File: config.mk
export PLATFORM = sky130hd
export DESIGN_NAME = word_serializer
export DESIGN_NICKNAME = d
export VERILOG_FILES = /design/src/rtl/word_serializer.sv
export SDC_FILE = /design/constraint.sdc
export NUM_CORES = 1
export LEC_CHECK = 0
export CORE_UTILIZATION = 52
export CTS_CLUSTER_DIAMETER = 150
export CTS_CLUSTER_SIZE = 30
export DETAILED_ROUTE_END_ITERATION = 6
export DONT_BUFFER_PORTS = 1
export GPL_TIMING_DRIVEN = 1
export HOLD_SLACK_MARGIN = 0.05
export PLACE_DENSITY_LB_ADDON = 0.05
export REMOVE_ABC_BUFFERS = 1
export SLEW_MARGIN = 40
export SYNTH_ARGS = -nofsm -noshare
export SYNTH_HDL_FRONTEND = slang
export SYNTH_SLANG_ARGS = --single-unit
File: constraint.sdc
create_clock -name clk -period 3 [get_ports clk]
set_clock_uncertainty 0.1 [all_clocks]
set_input_delay 0.3 -clock clk [delete_from_list [all_inputs] [get_ports clk]]
set_output_delay 0.3 -clock clk [all_outputs]
set_load 0.03 [all_outputs]
File: src/rtl/word_serializer.sv
// word_serializer: buffers 4-bit words in a circular FIFO and streams each
// one LSB first as shift strobes for a downstream 4-bit right shift register.
// Latency: a word pushed into an empty FIFO at edge t is popped at edge t+1,
// strobed in cycles t+1..t+4, and word_done pulses in cycle t+5.
// Backpressure: in_ready drops while the FIFO holds FIFO_DEPTH words; hold
// freezes the serializer while the FIFO keeps filling.
//
// Ports:
//   clk, rst              single clock, asynchronous active-high reset
//   in_valid/in_data      upstream word, accepted when in_ready is high
//   in_ready              FIFO not full
//   hold                  pause shifting
//   sr_enable/sr_din      shift strobe and serial bit to downstream register
//   word_done             one-cycle pulse, downstream register holds a full word
//   busy                  serializer in SHIFT state
//   fifo_count            words currently buffered
module word_serializer #(
  parameter int FIFO_DEPTH = 4
) (
  input  logic                          clk,
  input  logic                          rst,
  input  logic                          in_valid,
  input  logic [3:0]                    in_data,
  output logic                          in_ready,
  input  logic                          hold,
  output logic                          sr_enable,
  output logic                          sr_din,
  output logic                          word_done,
  output logic                          busy,
  output logic [$clog2(FIFO_DEPTH):0]   fifo_count
);

  localparam int AW = $clog2(FIFO_DEPTH);
  localparam logic [AW:0] DEPTH_C = (AW+1)'(FIFO_DEPTH);
  localparam logic [AW:0] ONE_C   = (AW+1)'(1);

  localparam logic [0:0] IDLE  = 1'b0;
  localparam logic [0:0] SHIFT = 1'b1;

  logic [0:0]    state;
  logic [3:0]    mem [FIFO_DEPTH];
  logic [AW-1:0] wr_ptr;
  logic [AW-1:0] rd_ptr;
  logic [3:0]    tx_reg;
  logic [1:0]    bit_cnt;

  logic push;
  logic pop;
  logic last_bit;

  // Full is judged on the pre-edge count, so a full FIFO never passes a
  // word straight through even when a pop happens on the same edge.
  assign in_ready = (fifo_count < DEPTH_C);
  assign push     = in_valid && in_ready;

  // Edge carrying the 4th strobe of the current word.
  assign last_bit = (state == SHIFT) && !hold && (bit_cnt == 2'd3);

  // Pop either to start from IDLE or to chain the next word with no gap.
  assign pop = (fifo_count != '0) && !hold &&
               ((state == IDLE) || last_bit);

  assign busy      = (state == SHIFT);
  assign sr_enable = (state == SHIFT) && !hold;
  assign sr_din    = sr_enable && tx_reg[0];

  // Storage needs no reset: entries are only read after being written.
  always_ff @(posedge clk) begin
    if (push) begin
      mem[wr_ptr] <= in_data;
    end
  end

  always_ff @(posedge clk or posedge rst) begin
    if (rst) begin
      state      <= IDLE;
      wr_ptr     <= '0;
      rd_ptr     <= '0;
      fifo_count <= '0;
      tx_reg     <= '0;
      bit_cnt    <= '0;
      word_done  <= 1'b0;
    end else begin
      // Pointers wrap naturally because FIFO_DEPTH is a power of two.
      if (push) begin
        wr_ptr <= wr_ptr + AW'(1);
      end
      if (pop) begin
        rd_ptr <= rd_ptr + AW'(1);
      end

      case ({push, pop})
        2'b10:   fifo_count <= fifo_count + ONE_C;
        2'b01:   fifo_count <= fifo_count - ONE_C;
        default: fifo_count <= fifo_count;
      endcase

      word_done <= last_bit;

      case (state)
        IDLE: begin
          if (pop) begin
            tx_reg  <= mem[rd_ptr];
            bit_cnt <= 2'd0;
            state   <= SHIFT;
          end
        end
        SHIFT: begin
          if (!hold) begin
            if (bit_cnt == 2'd3) begin
              bit_cnt <= 2'd0;
              if (pop) begin
                tx_reg <= mem[rd_ptr];
              end else begin
                tx_reg <= '0;
                state  <= IDLE;
              end
            end else begin
              tx_reg  <= {1'b0, tx_reg[3:1]};
              bit_cnt <= bit_cnt + 2'd1;
            end
          end
        end
        default: state <= IDLE;
      endcase
    end
  end

endmodule

After elaboration in Yosys (flattened, before gate mapping)
Memories as Yosys holds them, arrays and structs flattened.
Cells that the tools add are included.
Operators by class
  $add $sub $neg: 5
  order comparisons: 1
  eq/ne operators: 5
  multiplexer cells: 16
  bitwise logic cells: 1
  reduce and logical (&&, ||, !) cells: 11
Operators with widths (number)
  4-bit two-way mux: 4
  4-bit one-hot mux with 2 select lines: 1
  2-bit by 1-bit adder with 2-bit output (second input constant): 3
  1-bit logical AND: 6
  2-bit two-way mux: 3
  3-bit one-hot mux with 2 select lines: 1
  1-bit two-way mux: 5
  2-bit == test (second input constant): 2
  2-bit != test (second input constant): 2
  2-bit one-hot mux with 2 select lines: 1
  3-bit by 1-bit adder with 3-bit output (second input constant): 1
  3-bit < comparator (second input constant): 1
  3-bit nonzero test: 1
  3-bit by 1-bit subtractor with 3-bit output (second input constant): 1
  2-bit by 1-bit == test with 1-bit output (second input constant): 1
  1-bit one-hot mux with 2 select lines: 1
  2-bit AND reduction: 1
  2-bit nonzero test: 1
  1-bit zero test: 1
  1-bit logical OR: 1
  1-bit inverter: 1
Storage, ports and cells
  flip-flop bits (word level): 15
  RAM bits: 16
  input port bits: 8
  output and inout port bits: 8
  memories kept: 1
Memory list
  mem: words 4, width 4, read ports 1, clocked after Yosys merged registers in 0, write ports 1, RTL line 41  | logic [3:0] mem [FIFO_DEPTH];

Longest topological paths before layout
Gate-level depths: netlist (run 1).
  depth in word-level cells: 9
  mapped depth: 9
  mapped depth without buffers: 9

Worst setup path after synthesis (run 1)
OpenSTA, ideal clock, no wires.
  path kind: flip-flop to flip-flop
  from: reg fifo_count[0]
  to: reg fifo_count[2]
  library setup time: 0.132 ns
  arrival time: 1.946 ns
  required time: 2.768 ns
  setup slack: 0.822 ns
  stages on the path, launching flop included: 9
  path buffers: 0
  period minus slack after synthesis: 2.178 ns
  cells stage by stage: dfrtp_1 nor3_2 nor3_2 ha_1 inv_1 fa_1 xor2_1 nor2_1 xnor2_1
Between the ends
  longest elaborated chain between the ends: 5
  elaborated cells between the ends (all ways): 11
  those cells by class: add/sub (2); order compare (1); eq/ne (2); mux (1); reduce/logical (5)
Ends and longest elaborated chain
  start, declared: RTL line 30  | output logic [$clog2(FIFO_DEPTH):0] fifo_count
  start signal, assigned: RTL line 93  | 2'b10: fifo_count <= fifo_count + ONE_C;
  start signal, assigned: RTL line 94  | 2'b01: fifo_count <= fifo_count - ONE_C;
  start signal, assigned: RTL line 95  | default: fifo_count <= fifo_count;
  3-bit nonzero test *: RTL line 60  | assign pop = (fifo_count != '0) && !hold &&
  1-bit logical AND * (2 in series): RTL line 60
  via pop: RTL line 48  | logic pop;
  2-bit by 1-bit == test with 1-bit output or 2-bit == test (tied branches): RTL line 92  | case ({push, pop})
  3-bit one-hot mux with 2 select lines or 2-bit nonzero test (tied branches)
Mark *: on every way through the listed nets, which the timed path passes. The rest lies on a longest branch.
A chain may end at the register's enable or synchronous reset.

Worst setup path after layout (run 1)
  from: reg bit_cnt[0]
  to: reg fifo_count[2]
Between the ends
  longest elaborated chain between the ends: 6
  elaborated cells between the ends (all ways): 8
  those cells by class: eq/ne (3); mux (1); reduce/logical (4)
Ends and longest elaborated chain
  start, declared: RTL line 45  | logic [1:0] bit_cnt;
  start signal, assigned: RTL line 120  | bit_cnt <= bit_cnt + 2'd1;
  2-bit == test *: RTL line 57  | assign last_bit = (state == SHIFT) && !hold && (bit_cnt == 2'd3);
  1-bit logical AND *: RTL line 57
  1-bit logical OR *: RTL line 61  | ((state == IDLE) || last_bit);
  1-bit logical AND *: RTL line 60
  via pop: RTL line 48
  2-bit by 1-bit == test with 1-bit output or 2-bit == test (tied branches): RTL line 92
  3-bit one-hot mux with 2 select lines or 2-bit nonzero test (tied branches)
Marks and branches as above.

==> impl_metrics.py, run 1 <==
metrics = {
    "setup_path": {
        "timing.reg2reg.worst_path_depth": 9,
        "crit_path_end_kind": "flip-flop",
        "cp_common_cell": "sky130_fd_sc_hd__ha_1",
        "crit_type": "reg2reg",
        "worstPathCellList": "ha_1, nor2b_1, nor3_2, ha_1, inv_1, fa_1, xor2_1, nor2_1, xnor2_1",
        "critPathMaxFanout": 7,
        "worst_ep_arrival_time_ps": 2530,
        "critical-path-top-delay-family": "adder cells",
        "worst_ep_required_time_ps": 3150,
        "path_depth": 9,
        "timing.critical_path.from_type": "flip-flop",
        "cp.buffers_inverters": 1,
        "cpMaxStageDelayCell": "sky130_fd_sc_hd__dfrtp_1",
        "max_stage_delay_ps": 380,
    },
    "timing": {
        "setup_ws_ps": 615,
        "achievable-frequency_ghz": 0.419,
        "finalCritPeriodShare_pct": 79.5,
        "report.final.hold_viol_count": 0,
        "tns_ps": 0,
        "max_slew_vio_count": 0,
        "worst_slew_pin_slew_ps": 555,
        "finalCriticalPeriod_ps": 2390,
        "maxSlewHeadroom_pct": 63.0,
        "rsz0062_at_grt": "false",
        "setup_viol": 0,
    },
    "synthesis": {
        "mappedNetlistArea_um2": 1370,
        "synthXorXnorAreaFrac_pct": 3.83,
        "yosys_register_bits": 31,
        "ys.warnings.count": 0,
        "ys.flop_type": "sky130_fd_sc_hd__edfxtp_1",
        "synth_edf_count": 16,
        "ranking_of_synthesized_cells_by_area": "sky130_fd_sc_hd__edfxtp_1 35%, sky130_fd_sc_hd__dfrtp_1 27%, sky130_fd_sc_hd__mux4_1 5.7%",
        "synth_top_area_cell": "sky130_fd_sc_hd__edfxtp_1",
        "post_synth.cell_area_avg_um2": 15.4,
        "synth_cell_types": 25,
        "synth.top_cells.by_count": "16 x sky130_fd_sc_hd__edfxtp_1, 15 x sky130_fd_sc_hd__dfrtp_1, 9 x sky130_fd_sc_hd__inv_1",
        "muxShareOfSynthArea_pct": 8.12,
        "synth_compound_gate_area_share_pct": 5.47,
        "synth.yosys.seq_area_share_pct": 62.4,
        "synth_top_family_by_area": "simple AND/OR/NAND/NOR gates",
        "synthArstFlopShare_pct": 48.4,
        "synthCells": 89,
        "synthAdderAreaFrac_pct": 6.93,
        "synth_most_common_cell": "sky130_fd_sc_hd__edfxtp_1",
        "post_synth_and_or_nand_nor_area_fraction_pct": 9.40,
        "synth_largest_type_area_fraction_pct": 35.0,
    },
    "place": {
        "dp_worst_setup_slack_ps": 647,
        "port-buffer-count": 0,
        "placed_cells_incl_taps": 117,
        "dpl_cell_area_um2": 1400,
        "dpl.hpwl_um": 1380,
        "weighted_congestion_at_the_end_of_routability_driven_global_placement": 0.727,
    },
    "grt": {
        "initial_antenna_violation_count": 0,
        "gr-usage-all-layers_pct": 17.9,
        "grt_start_max_net_pins": 16,
        "overflow": 0,
        "grt_first_pass_wirelength_um": 3240,
        "first_global_vias": 731,
    },
    "floorplan": {
        "coreArea_um2": 2480,
        "die-height_um": 53.4,
        "die_area_um2": 2850,
        "die_w_um": 53.4,
        "floorplan.initialDensity_pct": 55.4,
        "pin_count": 16,
        "std_cell_rows": 18,
    },
    "cts": {
        "clkSinkCount": 31,
        "post_cts.resized_instances": 0,
        "buffer_depth_of_the_longest_clock_path": 2,
        "tritoncts": "yes",
        "clkSlewWorstSetupHoldPaths_ps": 90,
        "clock_insertion_delay_worst_skew_ps": 320,
        "cts_post_setup_buffers_inserted": 0,
        "root_buffer": "sky130_fd_sc_hd__clkbuf_4",
        "cts_max_level": 2,
        "tritoncts.num_buffers": 5,
    },
    "pwr": {
        "vdd_ir_drop_max_v": 0.000637,
        "total_power_uw": 1390,
        "static_leak_uw": 0.000622,
        "power-per-cell-area_nw_per_um2": 919,
    },
    "worst_hold_path": {
        "worst_hold_path.num_cells": 2,
        "hold_path_class": "in2reg",
    },
    "routing": {
        "post_drt_wl_per_cell_um": 15.5,
        "drtPass1Iterations": 4,
        "final_antenna_net_count": 0,
        "routed-via-count": 722,
        "routed_wirelength_um": 2030,
        "viasPerCell": 5.51,
        "number_of_design_rule_violations_left_after_detail_routing": 0,
        "drt_iter0_markers": 12,
    },
    "cells_and_area": {
        "layout-drive-gt1-share_pct": 8.91,
        "antennaDiodeCount": 0,
        "area.growth.synth_to_final_pct": 9.85,
        "stdcell_count": 131,
        "largest_register_ff_count": 16,
        "design.final.nets": 115,
        "stdcell_area_um2": 1510,
    },
    "run": {
        "cap_viol_max_count": 0,
    },
    "status": {
        "status": "finished, final reports clean",
    },
}
-- timing repair --
item	4_1_cts	5_1_grt
hold endpoints to repair	33	0
hold buffers	6	0
setup endpoints to repair	0	0
-- report_power, final --
| part | internal, uW | switching (uW) | leakage [uW] |
|---|---|---|---|
| combinational | 214 | 219 | 0.000269 |
| clock | 93.2 | 128 | 0.0000265 |
| sequential | 571 | 160 | 0.000327 |
| total | 878 | 507 | 0.000622 |
-- routing by layer --
layer / global-route usage [%] / wire, um
met1: 20.8 / 911
met4: 9.21 / 46
met5: 0 / 0
met2: 26.9 / 965
met3: 8.91 / 100
-- final cells by class --
class                   count  area [um2]
inverters                   9        33.8
repair buffers              7        67.6
flip-flops and latches     31         856
multi-input cells          46         463
well taps                  30        37.5
fillers                   204         971
clock buffers               8        48.8
-- through the flow --
step / hold slack [ps] / utilization (%)
floorplan: 101 / -
global placement: 168 / 56.4
detailed placement: 178 / 56.4
CTS: 85.6 / 60.8
global route: 87.4 / 60.8
finish: 113 / 60.8
-- cells by family (layout without fill, tap and decap cells) --
group | count (synthesis) | in the layout
DFF | 31 | 31
adders and majority gates | 7 | 7
and+or+nand+nor | 19 | 19
buffers and inverters | 12 | 24
AOI/OAI and AO/OA | 9 | 9
xor gates and xnor gates | 6 | 6
muxes | 5 | 5
-- final timing paths --
check / startpoint / slack (ps) / to
worst max-delay path: bit_cnt[0]$_DFFE_PP0P_ / 610 / fifo_count[2]$_DFFE_PP0P_
worst min-delay path: hold / 110 / rd_ptr[0]$_DFFE_PP0P_
worst max register to register: bit_cnt[0]$_DFFE_PP0P_ / 610 / fifo_count[2]$_DFFE_PP0P_
worst min register to register: tx_reg[3]$_DFFE_PP0P_ / 400 / tx_reg[3]$_DFFE_PP0P_
max in group asynchronous: rst / 2070 / fifo_count[2]$_DFFE_PP0P_
min in group asynchronous: rst / 360 / bit_cnt[0]$_DFFE_PP0P_
-- cell usage in the layout (no fill, tap or decap) --
cell,count
sky130_fd_sc_hd__a21o_1,1
sky130_fd_sc_hd__a221o_1,3
sky130_fd_sc_hd__a22o_1,2
sky130_fd_sc_hd__and2_1,6
sky130_fd_sc_hd__buf_4,1
sky130_fd_sc_hd__clkbuf_1,3
sky130_fd_sc_hd__clkbuf_4,5
sky130_fd_sc_hd__dfrtp_1,15
sky130_fd_sc_hd__dlygate4sd3_1,6
sky130_fd_sc_hd__edfxtp_1,16
sky130_fd_sc_hd__fa_1,1
sky130_fd_sc_hd__ha_1,6
sky130_fd_sc_hd__inv_1,9
sky130_fd_sc_hd__mux2i_1,1
sky130_fd_sc_hd__mux4_1,3
sky130_fd_sc_hd__mux4_2,1
sky130_fd_sc_hd__nand2_1,1
sky130_fd_sc_hd__nor2_1,3
sky130_fd_sc_hd__nor2b_1,3
sky130_fd_sc_hd__nor3_2,2
sky130_fd_sc_hd__nor4b_1,2
sky130_fd_sc_hd__nor4bb_1,2
sky130_fd_sc_hd__o21ai_0,1
sky130_fd_sc_hd__o22a_1,1
sky130_fd_sc_hd__o22ai_1,1
sky130_fd_sc_hd__xnor2_1,3
sky130_fd_sc_hd__xor2_1,3
(Power assumes the default switching activity.)
==> run 2, diff against run 1 <==
clock period = 2.4 ns   (was 3 ns; I/O delays follow)
==> run 2 against run 1 <==
  * Clock power rose by 29%
  * Clock-buffer cell count fell by 1
  * Register-to-register slack got worse by 320 ps
  * Cell count rose by 4.6%
  * Final area rose by 3.1%
  * Sequential share of layout area fell by 1.7 points
  * Via count rose by 2.4%
  * Utilization rose by 1.9 points
  * Global-route usage fell by 0.31 points
  * Combinational power rose by 59%
  * First-iteration DRC count fell by 42%
  * Critical path type unchanged
  * Largest power group unchanged
==> impl_metrics.py, run 2 (same netlist as run 1, synthesis figures left out) <==
metrics = {
    "cts": {
        "cts_max_level": 2,
        "tritoncts": "yes",
        "clock_insertion_delay_worst_skew_ps": 330,
        "buffer_depth_of_the_longest_clock_path": 2,
        "clkSlewWorstSetupHoldPaths_ps": 90,
        "tritoncts.num_buffers": 5,
        "root_buffer": "sky130_fd_sc_hd__clkbuf_4",
        "clkSinkCount": 31,
    },
    "setup_path": {
        "timing.critical_path.from_type": "flip-flop",
        "max_stage_delay_ps": 380,
        "critPathMaxFanout": 7,
        "worstPathCellList": "ha_1, nor2b_1, nor3_2, ha_1, inv_1, fa_1, xor2_1, nor2_1, xnor2_1",
        "worst_ep_required_time_ps": 2560,
        "crit_path_end_kind": "flip-flop",
        "cpMaxStageDelayCell": "sky130_fd_sc_hd__dfrtp_1",
        "worst_ep_arrival_time_ps": 2270,
        "critical-path-top-delay-family": "adder cells",
        "cp.buffers_inverters": 1,
        "crit_type": "reg2reg",
        "cp_common_cell": "sky130_fd_sc_hd__ha_1",
    },
    "floorplan": {
        "coreArea_um2": 2480,
        "die-height_um": 53.4,
        "pin_count": 16,
        "std_cell_rows": 18,
        "die_w_um": 53.4,
        "floorplan.initialDensity_pct": 55.4,
        "die_area_um2": 2850,
    },
    "cells_and_area": {
        "layout-drive-gt1-share_pct": 15.0,
        "area.growth.synth_to_final_pct": 13.2,
        "antennaDiodeCount": 0,
        "largest_register_ff_count": 16,
        "most_common_library_cell_in_the_layout_ignoring_fill_and_taps": "sky130_fd_sc_hd__edfxtp_1",
        "layout.cells.most_common_list": "16 x sky130_fd_sc_hd__edfxtp_1, 15 x sky130_fd_sc_hd__dfrtp_1, 9 x sky130_fd_sc_hd__inv_1, 7 x sky130_fd_sc_hd__buf_4",
        "design.final.nets": 121,
        "fillCellCount": 208,
    },
    "timing": {
        "finalCriticalPeriod_ps": 2110,
        "tns_ps": 0,
        "setup_viol": 0,
        "rsz0062_at_grt": "false",
        "max_slew_vio_count": 0,
        "finalCritPeriodShare_pct": 87.8,
        "maxSlewHeadroom_pct": 61.7,
        "worst_slew_pin_slew_ps": 574,
        "whs_ps": 128,
        "report.final.hold_viol_count": 0,
        "achievable-frequency_ghz": 0.474,
    },
    "routing": {
        "drtPass1Iterations": 2,
        "final_antenna_net_count": 0,
        "drt_iter0_markers": 7,
        "viasPerCell": 5.39,
        "number_of_design_rule_violations_left_after_detail_routing": 0,
        "post_drt_wl_per_cell_um": 15.3,
        "routed_wirelength_um": 2090,
        "routed-via-count": 739,
    },
    "pwr": {
        "power_report.internal_total_uw": 1150,
        "p_clk_share_pct": 15.8,
        "vdd_ir_drop_max_v": 0.000953,
        "power.combinational.fraction_pct": 38.2,
        "seqPwrFrac_pct": 46.0,
        "static_leak_uw": 0.000654,
        "power-per-cell-area_nw_per_um2": 1160,
        "power_switching_uw": 653,
        "power.switching_fraction_pct": 36.2,
    },
    "run": {
        "cap_viol_max_count": 0,
    },
    "grt": {
        "gr-usage-all-layers_pct": 17.6,
        "first_global_vias": 685,
        "grt_first_pass_wirelength_um": 3210,
        "initial_antenna_violation_count": 0,
        "grt_start_max_net_pins": 16,
        "overflow": 0,
    },
    "worst_hold_path": {
        "hold_path_class": "in2reg",
    },
    "place": {
        "port-buffer-count": 0,
        "weighted_congestion_at_the_end_of_routability_driven_global_placement": 0.688,
        "dpl.hpwl_um": 1440,
    },
    "status": {
        "status": "finished, final reports clean",
    },
}
## run 2: worst register-to-register path: stages, from the launching register on
cell                      delay (ps)
sky130_fd_sc_hd__dfrtp_1         380
sky130_fd_sc_hd__ha_1            280
sky130_fd_sc_hd__nor2b_1         100
sky130_fd_sc_hd__nor3_2          160
sky130_fd_sc_hd__ha_1            210
sky130_fd_sc_hd__inv_1            70
sky130_fd_sc_hd__fa_1            370
sky130_fd_sc_hd__xor2_1          150
sky130_fd_sc_hd__nor2_1          110
sky130_fd_sc_hd__xnor2_1         120
## run 2: path summary, 6_finish.rpt
| kind | startpoint | endpoint | slack, ps | cells after the start |
|---|---|---|---|---|
| worst max-delay path | bit_cnt[0]$_DFFE_PP0P_ | fifo_count[2]$_DFFE_PP0P_ | 290 | 9 |
| worst min-delay path | hold | tx_reg[1]$_DFFE_PP0P_ | 130 | 2 |
| worst max register to register | bit_cnt[0]$_DFFE_PP0P_ | fifo_count[2]$_DFFE_PP0P_ | 290 | 9 |
| worst min register to register | tx_reg[3]$_DFFE_PP0P_ | tx_reg[3]$_DFFE_PP0P_ | 410 | 1 |
| max in group asynchronous | rst | tx_reg[1]$_DFFE_PP0P_ | 1510 | 2 |
| min in group asynchronous | rst | busy$_DFF_PP0_ | 310 | 2 |
## run 2: timing repair
| action | 4_1_cts | 5_1_grt |
|---|---|---|
| hold buffers | 6 | 0 |
| resized for setup | 0 | 0 |
| buffers inserted | 0 | 0 |
| endpoints found under the hold margin | 33 | 0 |
## run 2: final cells by class
type / count / area (um2) / area share, %
timing repair buffer: 13 / 113 / 7.25
clock inverter: 1 / 5.00 / 0.322
tap: 30 / 37.5 / 2.42
clock buffer: 7 / 45.0 / 2.90
multi-input combinational: 46 / 463 / 29.8
sequential: 31 / 856 / 55.1
inverter: 9 / 33.8 / 2.18
## run 2: layer usage
layer  vias to the layer above  global-route usage, %  wire length (um)
met3                         7                   6.03                58
met1                       363                   23.8              1020
met2                        13                   22.7               959
met5                         -                      0                 0
li1                        356                      -                 -
met4                         0                   13.2                61
## run 2: per-stage QoR
stage               total power [uW]  cells  setup slack [ps]  instance area, um2  util, %
global route                    1920    137              99.0                1550     62.7
CTS                             1820    137               274                1550     62.7
global placement                1520    123               356                1440     58.2
finish                          1800    137               292                1550     62.7
floorplan                       1340     86               222                1350        -
detailed placement              1520    123               299                1440     58.2
## run 2: power by group through the flow
stage	clock network, uW	logic [uW]	registers (uW)
global route	312	760	849
detailed placement	0	681	843
finish	285	688	830
floorplan	0	452	888
CTS	292	696	832
global placement	0	674	842
==> run 3, diff against run 2 <==
--- a/config.mk
+++ b/config.mk
@@ -6,5 +6,7 @@
 export NUM_CORES = 1
 export LEC_CHECK = 0
-export CORE_UTILIZATION = 52
+export CELL_PAD_IN_SITES_DETAIL_PLACEMENT = 1
+export CELL_PAD_IN_SITES_GLOBAL_PLACEMENT = 1
+export CORE_UTILIZATION = 51
 export CTS_CLUSTER_DIAMETER = 150
 export CTS_CLUSTER_SIZE = 30
==> constraint.sdc (replaced) <==
create_clock -name clk -period 2.4 [get_ports clk]
set_clock_uncertainty 0.1 [all_clocks]
set_input_delay 0 -clock clk [delete_from_list [all_inputs] [get_ports clk]]
set_output_delay 0 -clock clk [all_outputs]
set_load 0.03 [all_outputs]
==> run 3 against run 2 <==
  * Sequential share of layout area is 2.1 points lower
  * Utilization rose by 1.9 points
  * Flip-flop and latch count is the same
  * Largest power group unchanged
  * Sequential power up 1%
  * Cell count up 0.73%
  * Global-route usage increased by 4.3 points
==> impl_metrics.py, run 3 (same netlist as run 1, synthesis figures left out) <==
metrics = {
    "status": {
        "status": "finished, final reports clean",
    },
    "routing": {
        "post_drt_wl_per_cell_um": 18.9,
        "number_of_design_rule_violations_left_after_detail_routing": 0,
        "final_antenna_net_count": 0,
        "drtPass1Iterations": 4,
        "routed_wirelength_um": 2610,
        "drt_iter0_markers": 15,
        "viasPerCell": 5.70,
        "routed-via-count": 787,
    },
    "cts": {
        "clkSlewWorstSetupHoldPaths_ps": 100,
        "buffer_depth_of_the_longest_clock_path": 2,
        "cts_max_level": 2,
        "tritoncts.num_buffers": 5,
        "root_buffer": "sky130_fd_sc_hd__clkbuf_4",
        "clock_insertion_delay_worst_skew_ps": 330,
        "hold_buffers": 7,
        "post_cts.resized_instances": 0,
        "clkSinkCount": 31,
        "cts_post_setup_buffers_inserted": 0,
        "tritoncts": "yes",
    },
    "pwr": {
        "power_switching_uw": 706,
        "power_report.internal_total_uw": 1370,
        "p_clk_share_pct": 24.4,
        "power.switching_fraction_pct": 34.0,
        "vdd_ir_drop_max_v": 0.000893,
        "seqPwrFrac_pct": 40.6,
        "power-per-cell-area_nw_per_um2": 1280,
        "power.combinational.fraction_pct": 35.1,
        "static_leak_uw": 0.000681,
    },
    "floorplan": {
        "die-height_um": 53.9,
        "die_w_um": 53.9,
        "std_cell_rows": 18,
        "die_area_um2": 2900,
        "coreArea_um2": 2500,
        "floorplan.initialDensity_pct": 54.9,
        "pin_count": 16,
    },
    "cells_and_area": {
        "stdcell_count": 138,
        "largest_register_ff_count": 16,
        "fillCellCount": 224,
        "most_common_library_cell_in_the_layout_ignoring_fill_and_taps": "sky130_fd_sc_hd__edfxtp_1",
        "antennaDiodeCount": 0,
        "layout-drive-gt1-share_pct": 15.7,
        "layout.cells.most_common_list": "16 x sky130_fd_sc_hd__edfxtp_1, 15 x sky130_fd_sc_hd__dfrtp_1, 9 x sky130_fd_sc_hd__inv_1, 7 x sky130_fd_sc_hd__dlygate4sd3_1, 7 x sky130_fd_sc_hd__buf_4",
        "design.final.nets": 122,
        "stdcell_area_um2": 1610,
        "area.growth.synth_to_final_pct": 17.7,
    },
    "run": {
        "cap_viol_max_count": 0,
    },
    "timing": {
        "report.final.hold_viol_count": 0,
        "maxSlewHeadroom_pct": 59.8,
        "max_slew_vio_count": 0,
        "worst_slew_pin_slew_ps": 603,
        "finalCriticalPeriod_ps": 2190,
        "finalCritPeriodShare_pct": 91.4,
        "tns_ps": 0,
        "achievable-frequency_ghz": 0.456,
        "setup_ws_ps": 206,
        "setup_viol": 0,
        "rsz0062_at_grt": "false",
    },
    "grt": {
        "initial_antenna_violation_count": 0,
        "first_global_vias": 820,
        "grt_start_max_net_pins": 16,
        "overflow": 0,
        "grt_first_pass_wirelength_um": 4000,
        "gr-usage-all-layers_pct": 21.9,
    },
    "place": {
        "dp_worst_setup_slack_ps": 241,
        "dpl.hpwl_um": 1730,
        "weighted_congestion_at_the_end_of_routability_driven_global_placement": 0.722,
        "placed_cells_incl_taps": 123,
        "port-buffer-count": 0,
        "dpl_cell_area_um2": 1440,
    },
    "setup_path": {
        "worst_setup_path_endpoint": "fifo_count[2]$_DFFE_PP0P_",
        "ff2ff_setup_slack_ps": 210,
        "regToRegEndpoint": "fifo_count[2]$_DFFE_PP0P_",
        "critPathMaxFanout": 7,
        "reg2reg_from": "bit_cnt[0]$_DFFE_PP0P_",
        "crit_type": "reg2reg",
        "crit_path_end_kind": "flip-flop",
        "worstSetupStartpoint": "bit_cnt[0]$_DFFE_PP0P_",
        "worst_ep_arrival_time_ps": 2360,
        "timing.critical_path.from_type": "flip-flop",
        "timing.reg2reg.worst_path_depth": 9,
        "worst_ep_required_time_ps": 2560,
    },
    "worst_hold_path": {
        "hold_path_class": "in2async",
    },
}
## run 3: cell count changes in the layout (fill, tap and decap cells not counted)
cell | previous run | this run
sky130_fd_sc_hd__bufinv_16 | 0 | 2
sky130_fd_sc_hd__clkbuf_1 | 2 | 1
sky130_fd_sc_hd__clkinv_2 | 1 | 0
sky130_fd_sc_hd__dlygate4sd3_1 | 6 | 7
## run 3: area by class of cell
cell class | count | area [um2] | area share [%]
clock buffers | 6 | 41.3 | 2.56
clock inverters | 2 | 60.1 | 3.72
inverters | 9 | 33.8 | 2.09
multi-input cells | 46 | 463 | 28.7
flip-flops and latches | 31 | 856 | 53.0
well taps | 30 | 37.5 | 2.33
repair buffers | 14 | 123 | 7.60
## run 3: power by group through the flow
| stage | clock (uW) | sequential, uW | combinational (uW) |
|---|---|---|---|
| global route | 531 | 858 | 803 |
| finish | 505 | 841 | 727 |
| global placement | 0 | 842 | 678 |
| floorplan | 0 | 888 | 452 |
| detailed placement | 0 | 849 | 709 |
| CTS | 516 | 843 | 744 |
## run 3: worst min-delay path by stage
stage,cells after the start,end,startpoint
after detailed placement,1,fifo_count[1]$_DFFE_PP0P_,rst
final,2,fifo_count[0]$_DFFE_PP0P_,rst
after floorplan,1,bit_cnt[0]$_DFFE_PP0P_,rst
after global routing,2,fifo_count[2]$_DFFE_PP0P_,rst
after global placement,1,fifo_count[1]$_DFFE_PP0P_,rst
after CTS,2,fifo_count[1]$_DFFE_PP0P_,rst
## run 3: stage by stage
step / util (%) / power [uW] / hold slack [ps]
finish: 64.6 / 2070 / 66.8
global route: 64.6 / 2190 / 123
CTS: 64.6 / 2100 / 78.2
detailed placement: 57.7 / 1560 / -113
global placement: 57.7 / 1520 / -131
floorplan: - / 1340 / -199
## run 3: routing by layer
| metal | global-route usage, % | vias to the layer above | share of wire (%) | wire [um] |
|---|---|---|---|---|
| met5 | 0 | - | 0 | 0 |
| met4 | 10.5 | 0 | 1.6 | 43 |
| met3 | 7.06 | 5 | 3.9 | 101 |
| met2 | 35.0 | 20 | 51 | 1340 |
| met1 | 26.6 | 401 | 43 | 1130 |
| li1 | - | 361 | - | - |
## run 3: worst max-delay path, stage by stage, from the launching register on
cell                      delay (ps)
sky130_fd_sc_hd__dfrtp_1         400
sky130_fd_sc_hd__ha_1            290
sky130_fd_sc_hd__nor2b_1         100
sky130_fd_sc_hd__nor3_2          160
sky130_fd_sc_hd__ha_1            230
sky130_fd_sc_hd__inv_1            60
sky130_fd_sc_hd__fa_1            380
sky130_fd_sc_hd__xor2_1          160
sky130_fd_sc_hd__nor2_1          120
sky130_fd_sc_hd__xnor2_1         120
